--- src/rtl/signed_bcd_converter_if.sv ---
// signed_bcd_converter_if: request/result bundle for the signed BCD converter
interface signed_bcd_converter_if;
    logic       start;
    logic [7:0] value;
    logic       busy;
    logic       done;
    logic       sign;
    logic [3:0] hundreds;
    logic [3:0] tens;
    logic [3:0] ones;
    modport master (output start, value, input busy, done, sign, hundreds, tens, ones);
    modport slave (input start, value, output busy, done, sign, hundreds, tens, ones);
endinterface

--- src/rtl/signed_bcd_converter.sv ---
// signed_bcd_converter: 8-bit two's-complement to sign + 3-digit BCD via double-dabble
module signed_bcd_converter (
    input logic clk,
    input logic rst_n,
    signed_bcd_converter_if.slave bus
);
    typedef enum logic [1:0] {IDLE, CONVERT, DONE} state_t;
    state_t state_q, state_d;
    logic [7:0] mag;
    logic [11:0] scratch;
    logic [11:0] adj;
    logic [19:0] shifted;
    logic [2:0] cnt;
    logic sign_cap;
    logic sign_q;
    logic [3:0] hundreds_q, tens_q, ones_q;
    assign adj[3:0] = scratch[3:0] >= 4'd5 ? scratch[3:0] + 4'd3 : scratch[3:0];
    assign adj[7:4] = scratch[7:4] >= 4'd5 ? scratch[7:4] + 4'd3 : scratch[7:4];
    assign adj[11:8] = scratch[11:8] >= 4'd5 ? scratch[11:8] + 4'd3 : scratch[11:8];
    assign shifted = {adj, mag} << 1;
    assign bus.busy = state_q == CONVERT;
    assign bus.done = state_q == DONE;
    assign bus.sign = sign_q;
    assign bus.hundreds = hundreds_q;
    assign bus.tens = tens_q;
    assign bus.ones = ones_q;
    // next state: IDLE waits for start, CONVERT runs 8 iterations, DONE lasts one cycle
    always_comb begin
        state_d = state_q;
        state_d = state_q == IDLE ? (bus.start ? CONVERT : IDLE) :
                  state_q == CONVERT ? (cnt == 3'd7 ? DONE : CONVERT) : IDLE;
    end
    // state register
    always_ff @(posedge clk or negedge rst_n) begin
        if (!rst_n) state_q <= IDLE;
        else state_q <= state_d;
    end
    // capture operand, iterate the shift-add-3 datapath, publish the result on the last iteration
    always_ff @(posedge clk or negedge rst_n) begin
        if (!rst_n) begin
            sign_cap <= 1'b0;
            mag <= 8'd0;
            scratch <= 12'd0;
            cnt <= 3'd0;
            sign_q <= 1'b0;
            hundreds_q <= 4'd0;
            tens_q <= 4'd0;
            ones_q <= 4'd0;
        end else if (state_q == IDLE && bus.start) begin
            sign_cap <= bus.value[7];
            mag <= bus.value[7] ? ~bus.value + 8'd1 : bus.value;
            scratch <= 12'd0;
            cnt <= 3'd0;
        end else if (state_q == CONVERT) begin
            {scratch, mag} <= shifted;
            cnt <= cnt + 3'd1;
            if (cnt == 3'd7) begin
                sign_q <= sign_cap;
                hundreds_q <= shifted[19:16];
                tens_q <= shifted[15:12];
                ones_q <= shifted[11:8];
            end
        end
    end
endmodule

--- src/flat_wrapper.sv ---
// flat-port wrapper written by rule: the top's interface ports become plain ports
module signed_bcd_converter_flat 
  (clk, rst_n, bus_start, bus_value, bus_busy, bus_done, bus_sign, bus_hundreds, bus_tens, bus_ones);
  signed_bcd_converter_if bus_i ();
  input logic clk;
  input logic rst_n;
  input wire logic [$bits(bus_i.start)-1:0] bus_start;
  input wire logic [$bits(bus_i.value)-1:0] bus_value;
  output wire logic [$bits(bus_i.busy)-1:0] bus_busy;
  output wire logic [$bits(bus_i.done)-1:0] bus_done;
  output wire logic [$bits(bus_i.sign)-1:0] bus_sign;
  output wire logic [$bits(bus_i.hundreds)-1:0] bus_hundreds;
  output wire logic [$bits(bus_i.tens)-1:0] bus_tens;
  output wire logic [$bits(bus_i.ones)-1:0] bus_ones;
  assign bus_i.start = bus_start;
  assign bus_i.value = bus_value;
  assign bus_busy = bus_i.busy;
  assign bus_done = bus_i.done;
  assign bus_sign = bus_i.sign;
  assign bus_hundreds = bus_i.hundreds;
  assign bus_tens = bus_i.tens;
  assign bus_ones = bus_i.ones;
  signed_bcd_converter u_core (.clk(clk), .rst_n(rst_n), .bus(bus_i));
endmodule
--- config.mk ---
export PLATFORM = sky130hd
export DESIGN_NAME = signed_bcd_converter_flat
export DESIGN_NICKNAME = d
export VERILOG_FILES = /design/src/rtl/signed_bcd_converter_if.sv /design/src/rtl/signed_bcd_converter.sv /design/src/flat_wrapper.sv
export SDC_FILE = /design/constraint.sdc
export NUM_CORES = 1
export LEC_CHECK = 0
export CAP_MARGIN = 20
export CELL_PAD_IN_SITES_DETAIL_PLACEMENT = 0
export CELL_PAD_IN_SITES_GLOBAL_PLACEMENT = 1
export CORE_ASPECT_RATIO = 0.75
export CORE_MARGIN = 2
export CORE_UTILIZATION = 38
export DETAILED_ROUTE_END_ITERATION = 10
export PLACE_DENSITY = 0.79
export SYNTH_ARGS = -nofsm -noshare
export SYNTH_HDL_FRONTEND = slang
export SYNTH_SLANG_ARGS = --single-unit
--- constraint.sdc ---
create_clock -name clk -period 1.6 [get_ports clk]
set_input_delay 0.32 -clock clk [delete_from_list [all_inputs] [get_ports clk]]
set_output_delay 0.32 -clock clk [all_outputs]
set_load 0.005 [all_outputs]
Word-level counts from Yosys, hierarchy flattened
Index checks and enable logic that the tools add are counted.
Widths: inputs -> output; s select.
{"block": "totals", "mem_bits_rw": 0, "mem_count": 0, "latch_bits": 0, "regBits": 39, "elab_cells": 40, "output_inout_bits": 15, "romBits": 0, "input_bits": 11}
{"block": "classes", "reduce_logical": 4, "n_mul": 0, "add_sub_neg": 5, "magnitude_cmp": 3, "shifts": 0, "eq_ne": 3, "muxes": 14, "bitwise": 2, "div_mod_pow": 0}
{"op": "$mux 12", "n": 2}
{"op": "$mux 8", "n": 3}
{"op": "$ge 4x3->1 const B", "n": 3}
{"op": "$mux 3", "n": 3}
{"op": "$add 4x2->4 const B", "n": 2}
{"op": "$add 8x1->8 const B", "n": 1}
{"op": "$mux 4", "n": 2}
{"op": "$not 8->8", "n": 1}
{"op": "$mux 2", "n": 3}
{"op": "$add 3x1->3 const B", "n": 1}
{"op": "$add 3x2->3 const B", "n": 1}
{"op": "$eq 3x3->1 const B", "n": 1}
{"op": "$reduce_and 3->1", "n": 1}
{"op": "$eq 2x1->1 const B", "n": 1}
{"op": "$eq 2x2->1 const B", "n": 1}
{"op": "$logic_not 2->1", "n": 1}
{"op": "$reduce_bool 2->1", "n": 1}
{"op": "$logic_and 1x1->1", "n": 1}
{"op": "$mux 1", "n": 1}
{"op": "$not 1->1", "n": 1}

Depth between registers and ports, before layout
Gate-level depths: netlist (run 1).
{"block": "depth", "depth_word": 4, "ltp_mapped": 6, "ltp_nobuf": 6}

Worst setup path before layout (run 1)
Ideal clock, no wire load.
{"block": "synth_timing", "path_kind": "flip-flop to flip-flop", "from": "reg u_core.scratch[4]", "to": "reg u_core.tens_q[2] (netlist: u_core.bus.tens[2])", "stages_incl_launch_ff": 7, "arrival_time_ns": 1.440, "setup_slack_ns": 0.078, "required_ns": 1.517, "synth_period_minus_slack_ns": 1.522, "setup_time_ns": 0.083, "n_path_buf": 0, "cell_sequence": "dfrtp_1 -> inv_1 -> ha_1 -> nand2b_1 -> a21oi_1 -> mux2_2 -> o21ai_0"}
{"block": "synth_between", "elab_chain_cells": 2, "elab_cells_between_ends": 3, "cone_classes": "add/sub: 1; order compare: 1; mux: 1"}
{"item": "from (decl)", "line_no": "signed_bcd_converter.sv:10", "source": "logic [11:0] scratch;"}
{"item": "from (signal assigned)", "line_no": "signed_bcd_converter.sv:55", "source": "{scratch, mag} <= shifted;"}
{"item": "$add 4x2->4 / $ge 4x3->1 (equally long branches)", "line_no": "signed_bcd_converter.sv:18", "source": "assign adj[7:4] = scratch[7:4] >= 4'd5 ? scratch[7:4] + 4'd3 : scratch[7:4];"}
{"item": "$mux 4 *", "line_no": "signed_bcd_converter.sv:18"}
{"item": "to (signal assigned)", "line_no": "signed_bcd_converter.sv:60", "source": "tens_q <= shifted[15:12];"}
{"item": "to (decl)", "line_no": "signed_bcd_converter.sv:16", "source": "logic [3:0] hundreds_q, tens_q, ones_q;"}
Mark *: on every way between the ends. The rest lies on a longest branch, timed or not.
A chain may end at the register's enable or synchronous reset.

Final worst setup path (run 1)
{"block": "layout_timing", "from": "reg u_core.scratch[4]", "to": "reg u_core.scratch[6]"}
{"block": "layout_between", "elab_chain_cells": 4, "elab_cells_between_ends": 5, "cone_classes": "add/sub: 1; order compare: 1; mux: 3"}
{"item": "$add 4x2->4 / $ge 4x3->1 (equally long branches)", "line_no": "signed_bcd_converter.sv:18"}
{"item": "$mux 4 *", "line_no": "signed_bcd_converter.sv:18"}
{"item": "$mux 12 *", "line_no": "signed_bcd_converter.sv:54", "source": "end else if (state_q == CONVERT) begin"}
{"item": "$mux 12 *", "line_no": "signed_bcd_converter.sv:49", "source": "end else if (state_q == IDLE && bus.start) begin"}
Mark *: on every way between the ends. The rest lies on a longest branch, timed or not. The select of a mux whose other input is x is not followed.

==> flow_summary_export.csv, run 1 <==
group,metric,value,unit
layout,syn2layout_area_growth,31.4,%
run,maxCapViolations,0,
global_route,antenna_found_initial,0,
logic_synthesis,synthArstFlopShare,1.00,
floorplan,die_x,86.6,um
logic_synthesis,synthFlopType,"dfrtp_1",
sta,finalHoldViolCount,0,
logic_synthesis,ys_warn_count,0,
sta,worstMarginPinSlew,0.489,ns
logic_synthesis,syn_nets,215,
pwr,leakagePower,1.15,nW
layout,drive_gt1_frac,0.211,
setup_path,max_stage_delay,0.43,ns
setup_path,cp.arrival,1.74,ns
layout,antenna_cells,0,
layout,final_util,0.522,
sta,skew,0.00501,ns
floorplan,start_util,0.397,
detailed_routing,drc,0,
sta,final.min_clock_period,1.53,ns
detailed_routing,drt_iter0_drc,104,
layout,final_cell_mix,"dfrtp_1 (38), buf_4 (27), nand2_1 (26), o21ai_0 (23), clkdlybuf4s50_1 (22)",
sta,max_slew_margin,0.674,
pwr,cellPowerDensity,1840,mW/mm^2
clock_network,clkTransAtPathRegs,0.07,ns
logic_synthesis,syn_avg_cell_area,9.98,sq um
floorplan,die_h,66.0,um
global_route,groute.usage.overall,0.152,
logic_synthesis,ys_seq_area_frac,0.502,
global_route,grt_pass1_wl,6.72,mm
pwr,ir_drop,0.895,mV
logic_synthesis,synth_edf_count,0,
layout,mostFrequentLayoutCell,"dfrtp_1",
hold_path,hold_class,"in -> async",
place,post-dp-hpwl,2.81,mm
setup_path,crit_path_top_delay_cell,"dfrtp_1",
floorplan,die-area,0.00571,sq mm
logic_synthesis,synth.distinct_cells,32,
setup_path,start_kind,"register",
layout,fillCellCount,477,
global_route,grt_max_degree,40,
clock_network,cts_max_level,2,
clock_network,cts_hold_buf,0,
logic_synthesis,postSynthCellCount,195,
layout,fin_nets,266,
setup_path,worstSetupEndpointType,"register",
global_route,grt_pass1_vias,1423,
clock_network,clock-root-buffer,"clkbuf_8",
clock_network,cts_made_buffers,5,
clock_network,cts.sinks,39,
detailed_routing,drtAntennaViolNets,0,
sta,post-route-period-util,0.958,
global_route,overflow,0,
place,io_buffers,25,
floorplan,rows,22,
clock_network,clk_latency,0.28,ns
setup_path,crit_path_cell_trace,"ha_2, nand2b_1, a21oi_2, mux2_2, o21ai_0",
setup_path,critPathKind,"reg -> reg",
status,status,"completed",
floorplan,core,0.00490,sq mm
floorplan,ios,26,
clock_network,cts_tree,"yes",
logic_synthesis,synth_area,0.00195,sq mm
setup_path,critPathRequiredTime,1.81,ns
sta,fin_ws,0.0677,ns
logic_synthesis,yosys_register_bits,39,
sta,setup_viol,0,
detailed_routing,wl_per_cell,13.0,um
sta,finalSetupTns,0,ns
place,place_congestion,0.771,
detailed_routing,vias,1524,
detailed_routing,viasPerCell,4.98,
setup_path,cp_max_fo,4,
sta,slew_viol_final,0,
clock_network,cts_buffer_depth,2,
detailed_routing,routed_wl,3.97,mm
sta,fmax,653,MHz
detailed_routing,first_pass_iters,4,
place,post-place-ws,-0.230,ns
[kinds of logic (layout without fill, tap and decap cells)]
kind of cell	after synthesis	in the layout	synth area share
buf+inv	21	72	0.0482
flops	39	39	0.502
simple gates	53	53	0.134
mux	8	8	0.0450
fa+ha+maj	9	9	0.0579
compound gates	58	58	0.182
xor+xnor	7	7	0.0315
[critical path: cells and delay by family (launching register included)]
kind	cells	cell delay, ns
compound gates	2	0.31
flops	1	0.43
simple gates	1	0.15
fa+ha+maj	1	0.19
mux	1	0.36
[through the flow]
| stage | power [W] | area, sq um | hold slack, ns | instances |
|---|---|---|---|---|
| finish | 0.00469 | 2560 | 0.0791 | 306 |
| global route | 0.00511 | 2560 | 0.122 | 306 |
| CTS | 0.00466 | 2530 | 0.0915 | 305 |
| detailed placement | 0.00383 | 2400 | 0.406 | 296 |
| global placement | 0.00376 | 2400 | 0.412 | 296 |
| floorplan | 0.00293 | 1950 | 0.0244 | 195 |
[registers in the layout (all words and copies together) (netlist names)]
name                 flops
u_core.sign_cap          1
u_core.scratch          12
u_core.mag               8
u_core.bus.ones          4
u_core.bus.tens          4
u_core.bus.hundreds      4
u_core.state_q           2
u_core.bus.sign          1
u_core.cnt               3
[cells in the mapped netlist, types with 2 or more instances]
library cell / instances / share of area
xnor2_1: 7 / 0.032
nor2_1: 4 / 0.0077
ha_1: 9 / 0.058
or3_1: 2 / 0.0064
a32oi_1: 2 / 0.0090
mux2i_1: 2 / 0.010
nand3_1: 4 / 0.010
inv_1: 12 / 0.023
mux2_2: 6 / 0.035
nand2b_1: 5 / 0.016
buf_2: 6 / 0.015
o31ai_1: 3 / 0.012
nor3b_1: 6 / 0.023
o21ai_0: 28 / 0.072
dfrtp_1: 39 / 0.50
nand2_1: 26 / 0.050
a22o_1: 6 / 0.027
nor3_1: 4 / 0.010
a21oi_1: 10 / 0.026
a221o_1: 2 / 0.010
[metal layers]
layer	routed length, um	part of all wire	track usage	vias to the layer above
li1	-	-	-	786
met1	2090	0.53	0.219	717
met2	1750	0.44	0.226	16
met3	88	0.022	0.0375	5
met4	46	0.012	0.0410	0
met5	0	0	0	-
[cell type report]
type / instances / area [sq um] / area share
Clock inverter: 1 / 30.0 / 0.0117
Multi-Input combinational cell: 135 / 908 / 0.355
Clock buffer: 6 / 72.6 / 0.0284
Inverter: 13 / 48.8 / 0.0191
Timing Repair Buffer: 52 / 445 / 0.174
Tap cell: 60 / 75.1 / 0.0294
Sequential cell: 39 / 977 / 0.382
[final timing paths]
check	start	to	slack (ns)	cells after the start
max	u_core.scratch[4]$_DFFE_PN0P_	u_core.scratch[6]$_DFFE_PN0P_	0.07	5
min	rst_n	u_core.bus.hundreds[1]$_DFFE_PN0P_	0.08	2
max reg2reg	u_core.scratch[4]$_DFFE_PN0P_	u_core.scratch[6]$_DFFE_PN0P_	0.07	5
min reg2reg	u_core.bus.hundreds[3]$_DFFE_PN0P_	u_core.bus.hundreds[3]$_DFFE_PN0P_	0.48	2
max in group asynchronous	rst_n	u_core.state_q[0]$_DFF_PN0_	1.15	2
min in group clk	u_core.bus.hundreds[3]$_DFFE_PN0P_	u_core.bus.hundreds[3]$_DFFE_PN0P_	0.48	2
[where the power goes]
part	switching [W]	internal (W)	total, W
combinational	0.000987	0.00119	0.00218
clock	0.000326	0.000457	0.000783
sequential	0.000323	0.00141	0.00173
[repair_timing]
item / 4_1_cts / 5_1_grt
setup buffers: 2 / 1
endpoints found under the setup margin: 3 / 7
pin swaps: 0 / 2
hold endpoints to repair: 0 / 0
gates resized for setup: 5 / 13
Power figures use the tool's default switching activity.
==> run 2, diff against run 1 <==
Settings changed: CORE_ASPECT_RATIO 0.75 to unset, PLACE_DENSITY 0.79 to unset, PLACE_DENSITY_LB_ADDON set to 0.1.
==> flow_summary_export.csv, run 2 (synthesis gave the netlist of run 1 again) <==
group,metric,value,unit
setup_path,start_kind,"register",
layout,final_cell_mix,"dfrtp_1 (39), buf_4 (26), nand2_1 (25), o21ai_0 (22), clkdlybuf4s50_1 (22)",
layout,drive_gt1_frac,0.205,
layout,fin_nets,268,
pwr,power,0.00460,W
layout,final_util,0.515,
layout,regMostFlops,"u_core.scratch",
detailed_routing,drtAntennaViolNets,0,
detailed_routing,drc,0,
setup_path,worstSetupEndpointType,"output port",
status,status,"completed",
clock_network,cts_made_buffers,5,
layout,antenna_cells,0,
detailed_routing,viasPerCell,4.99,
sta,setup_viol,0,
sta,slew_viol_final,0,
place,io_buffers,25,
sta,rsz0062_at_grt,"true",
detailed_routing,first_pass_iters,4,
global_route,antenna_found_initial,0,
floorplan,rows,26,
clock_network,clock-root-buffer,"clkbuf_8",
setup_path,cp_max_fo,2,
layout,largest_reg_flops,12,
layout,fillCellCount,495,
place,place_congestion,0.805,
clock_network,cts_max_level,2,
global_route,grt_pass1_wl,6.96,mm
layout,largestRegisters,"u_core.scratch (12), u_core.mag (8)",
clock_network,clkTransAtPathRegs,0.07,ns
floorplan,die-area,0.00571,sq mm
detailed_routing,wl_per_cell,13.1,um
layout,finalInstanceArea,0.00258,sq mm
floorplan,ios,26,
sta,max_slew_margin,0.713,
sta,skew,0.00346,ns
sta,worstMarginPinSlew,0.431,ns
floorplan,die_h,75.6,um
detailed_routing,routed_wl,4.18,mm
detailed_routing,vias,1592,
pwr,cellPowerDensity,1780,mW/mm^2
run,maxCapViolations,0,
setup_path,crit_path_top_delay_cell,"dfrtp_1",
setup_path,cp_num_buf_inv,3,
sta,fin_ws,0.0686,ns
global_route,overflow,0,
sta,finalHoldViolCount,0,
global_route,groute.usage.overall,0.161,
layout,mostFrequentLayoutCell,"dfrtp_1",
clock_network,clk_latency,0.28,ns
setup_path,max_stage_delay,0.38,ns
place,post-place-ws,-0.267,ns
detailed_routing,drt_iter0_drc,51,
sta,fmax,653,MHz
clock_network,cts.sinks,39,
setup_path,cp_top_family,"buffers and inverters",
sta,final.min_clock_period,1.53,ns
setup_path,critPathKind,"reg -> out",
place,post-dp-hpwl,3.10,mm
floorplan,die_x,75.6,um
pwr,leakagePower,1.16,nW
hold_path,hold_class,"reg -> reg",
global_route,grt_max_degree,24,
floorplan,core,0.00501,sq mm
layout,syn2layout_area_growth,32.5,%
setup_path,crit_path_cell_trace,"buf_4, nand2b_4, inv_2, dlygate4sd2_1",
clock_network,cts_buffer_depth,2,
pwr,ir_drop,0.820,mV
clock_network,cts_tree,"yes",
floorplan,start_util,0.388,
place,place_area,0.00243,sq mm
sta,post-route-period-util,0.957,
setup_path,cp.arrival,1.21,ns
setup_path,critPathRequiredTime,1.28,ns
global_route,grt_pass1_vias,1582,
==> run 2: cell types whose count changed in the layout (fill, tap and decap cells not counted), sizes merged <==
cell / previous run / this run
dlygate4sd3: 0 / 1
buf: 28 / 29
clkinv: 0 / 1
bufinv: 1 / 0
clkbuf: 6 / 7
==> run 2: metrics by stage <==
step	hold WS (ns)	TNS (ns)	cells
after floorplan	0.0244	0	195
after CTS	0.489	0	318
after global routing	0.503	-0.0439	319
after global placement	0.279	-0.921	307
after detailed placement	0.287	-1.25	307
final	0.479	0	319
==> run 2: timing repair <==
item / in CTS / in global routing
hold buffers: 1 / 0
endpoints found under the setup margin: 4 / 16
endpoints found under the hold margin: 16 / 0
pin swaps: 0 / 1
resized for setup: 5 / 12
buffers inserted: 2 / 1
==> run 2: worst paths after layout <==
kind	from	endpoint	slack, ns	cells after the start
setup / recovery	u_core.state_q[1]$_DFF_PN0_	bus_busy	0.07	4
hold / removal	u_core.bus.tens[3]$_DFFE_PN0P_	u_core.bus.tens[3]$_DFFE_PN0P_	0.48	2
setup reg to reg	u_core.scratch[5]$_DFFE_PN0P_	u_core.scratch[6]$_DFFE_PN0P_	0.07	6
hold reg to reg	u_core.bus.tens[3]$_DFFE_PN0P_	u_core.bus.tens[3]$_DFFE_PN0P_	0.48	2
max in group asynchronous	rst_n	u_core.bus.tens[0]$_DFFE_PN0P_	0.63	3
min in group asynchronous	rst_n	u_core.mag[3]$_DFFE_PN0P_	0.51	2
==> run 2: final cells by class <==
class / count / area, sq um / share of cell area
tap: 70 / 87.6 / 0.0340
clock inverter: 1 / 5.00 / 0.00194
clock buffer: 7 / 76.3 / 0.0296
sequential: 39 / 976 / 0.378
multi-input combinational: 135 / 906 / 0.351
timing repair buffer: 54 / 479 / 0.186
inverter: 13 / 48.8 / 0.0189
==> run 2: tightest hold or removal path, stage by stage, from the launching register on <==
cell and delay, ns:
dfrtp_1 0.34, nand2_1 0.05, o21ai_0 0.06
==> run 2: routing by layer <==
layer,up-vias,part of all wire,global-route usage
met3,4,0.031,0.0384
met4,0,0.0089,0.0546
li1,787,-,-
met5,-,0,0
met1,774,0.45,0.198
met2,27,0.51,0.278
==> run 2: power by group <==
group | switching, W | total [W] | internal (W)
sequential | 0.000299 | 0.00171 | 0.00141
combinational | 0.00104 | 0.00226 | 0.00121
clock | 0.000328 | 0.000634 | 0.000306
total | 0.00167 | 0.00460 | 0.00293
==> run 3, diff against run 2 <==
Settings changed: GPL_TIMING_DRIVEN set to 0, PLACE_DENSITY set to 0.72, PLACE_DENSITY_LB_ADDON 0.1 to unset.
==> flow_summary_export.csv, run 3 (synthesis gave the netlist of run 1 again) <==
group,metric,value,unit
sta,finalSetupTns,0,ns
setup_path,crit_path_top_delay_cell,"dfrtp_2",
detailed_routing,viasPerCell,5.10,
layout,fillCellCount,495,
clock_network,clk_latency,0.29,ns
setup_path,max_stage_delay,0.42,ns
detailed_routing,drt_iter0_drc,91,
layout,antenna_cells,0,
detailed_routing,met3WireLength,132,um
sta,rsz0062_at_grt,"true",
pwr,cellPowerDensity,1860,mW/mm^2
status,status,"completed",
setup_path,worstSetupEndpointType,"output port",
layout,largestRegisters,"u_core.scratch (12), u_core.mag (8)",
layout,fin_nets,254,
setup_path,rr_endpoint,"u_core.bus.ones[2]$_DFFE_PN0P_",
detailed_routing,wl_met1,2.14,mm
sta,max_slew_margin,0.396,
detailed_routing,vias,1556,
setup_path,crit_path_cell_trace,"buf_4, inv_4, nor2_1, dlygate4sd2_1",
setup_path,critPathRequiredTime,1.28,ns
setup_path,critPathKind,"reg -> out",
detailed_routing,drtAntennaViolNets,0,
setup_path,r2r-start,"u_core.scratch[1]$_DFFE_PN0P_",
hold_path,hold_class,"in -> async",
sta,hold_slack,0.144,ns
global_route,grt_pass1_wl,7.05,mm
floorplan,start_util,0.388,
setup_path,r2r.worst_path.cells,6,
detailed_routing,wl_per_cell,13.8,um
floorplan,ios,26,
place,post-dp-hpwl,2.76,mm
layout,mostFrequentLayoutCell,"dfrtp_1",
global_route,groute.usage.overall,0.164,
place,place_congestion,0.730,
sta,finalHoldViolCount,0,
sta,setup_viol,0,
global_route,grt_pass1_vias,1452,
clock_network,clkTransAtPathRegs,0.08,ns
pwr,ir_drop,0.981,mV
setup_path,cp-endpoint,"bus_done",
sta,post-route-period-util,0.976,
detailed_routing,first_pass_iters,4,
clock_network,cts.sinks,39,
setup_path,worstSetupStartpoint,"u_core.state_q[1]$_DFF_PN0_",
place,io_buffers,24,
global_route,overflow,0,
clock_network,cts_max_level,2,
detailed_routing,dr_wl_met2,1.88,mm
global_route,antenna_found_initial,0,
sta,final.min_clock_period,1.56,ns
clock_network,cts_hold_buf,0,
sta,worstMarginPinSlew,0.906,ns
layout,final_cell_mix,"dfrtp_1 (38), nand2_1 (25), o21ai_0 (22), clkdlybuf4s50_1 (18), buf_4 (8)",
setup_path,cp.arrival,1.24,ns
floorplan,die_h,75.6,um
detailed_routing,highest_layer,"met4",
place,dp_cells,289,
layout,drive_gt1_frac,0.209,
setup_path,r2r_slack,0.08,ns
clock_network,cts_buffer_depth,2,
setup_path,cp_max_fo,7,
sta,fin_ws,0.0380,ns
layout,largest_reg_flops,12,
sta,slew_viol_final,0,
clock_network,cts_made_buffers,5,
sta,fmax,640,MHz
floorplan,core,0.00501,sq mm
pwr,leakagePower,1.13,nW
floorplan,die-area,0.00571,sq mm
sta,skew,0.00802,ns
clock_network,cts_tree,"yes",
detailed_routing,routed_wl,4.21,mm
detailed_routing,drc,0,
clock_network,clock-root-buffer,"clkbuf_8",
run,maxCapViolations,0,
layout,instances_no_fill,305,
setup_path,start_kind,"register",
place,post-place-ws,-0.335,ns
layout,syn2layout_area_growth,30.0,%
floorplan,die_x,75.6,um
global_route,grt_max_degree,40,
floorplan,rows,26,
layout,regMostFlops,"u_core.scratch",
-- run 3: cell count changes in the layout (fill, tap and decap cells not counted), moves of 4 or more --
cell and change:
inv_1 -4, buf_4 -18, buf_2 +4, clkdlybuf4s50_1 -4
-- run 3: area by class of cell --
class	instances	area (sq um)	area share
tap	70	87.6	0.0346
multi-input combinational	135	972	0.384
timing repair buffer	32	305	0.121
buffer	8	50.0	0.0198
inverter	13	51.3	0.0203
sequential	39	977	0.386
clock inverter	2	12.5	0.00495
clock buffer	6	72.6	0.0287
-- run 3: worst max-delay path: cells and delay by family, from the launching register on --
| kind | cells | cell delay [ns] |
|---|---|---|
| flops | 1 | 0.42 |
| buf+inv | 3 | 0.50 |
| simple gates | 1 | 0.04 |
-- run 3: worst min path at each step --
stage,from,slack [ns],endpoint
global placement,u_core.bus.hundreds[1]$_DFFE_PN0P_,0.46,u_core.bus.hundreds[1]$_DFFE_PN0P_
floorplan,rst_n,0.02,u_core.bus.hundreds[0]$_DFFE_PN0P_
CTS,rst_n,0.17,u_core.bus.tens[1]$_DFFE_PN0P_
finish,rst_n,0.14,u_core.scratch[7]$_DFFE_PN0P_
global route,rst_n,0.21,u_core.bus.tens[1]$_DFFE_PN0P_
detailed placement,u_core.mag[2]$_DFFE_PN0P_,0.47,u_core.mag[2]$_DFFE_PN0P_
-- run 3: where the power goes --
group / internal (W) / leakage [nW] / switching (W)
sequential: 0.00141 / 0.493 / 0.000309
clock: 0.000305 / 0.0412 / 0.000348
combinational: 0.00124 / 0.593 / 0.00108
total: 0.00295 / 1.13 / 0.00174
-- run 3: timing repair --
item	CTS	global route
pin swaps	2	3
setup buffers	5	3
cloned	0	0
gates resized for setup	17	25
endpoints found under the setup margin	9	23
-- run 3: layer usage --
| metal | GRT usage | up-vias |
|---|---|---|
| met3 | 0.0304 | 4 |
| met1 | 0.232 | 758 |
| met4 | 0.0643 | 0 |
| li1 | - | 766 |
| met2 | 0.249 | 28 |
| met5 | 0 | - |
-- run 3: through the flow --
| step | power [W] | area (sq um) | utilization |
|---|---|---|---|
| after floorplan | 0.00293 | 1950 | - |
| after global placement | 0.00360 | 2270 | 0.454 |
| after detailed placement | 0.00363 | 2270 | 0.453 |
| after CTS | 0.00448 | 2440 | 0.487 |
| after global routing | 0.00511 | 2530 | 0.505 |
| final | 0.00469 | 2530 | 0.505 |
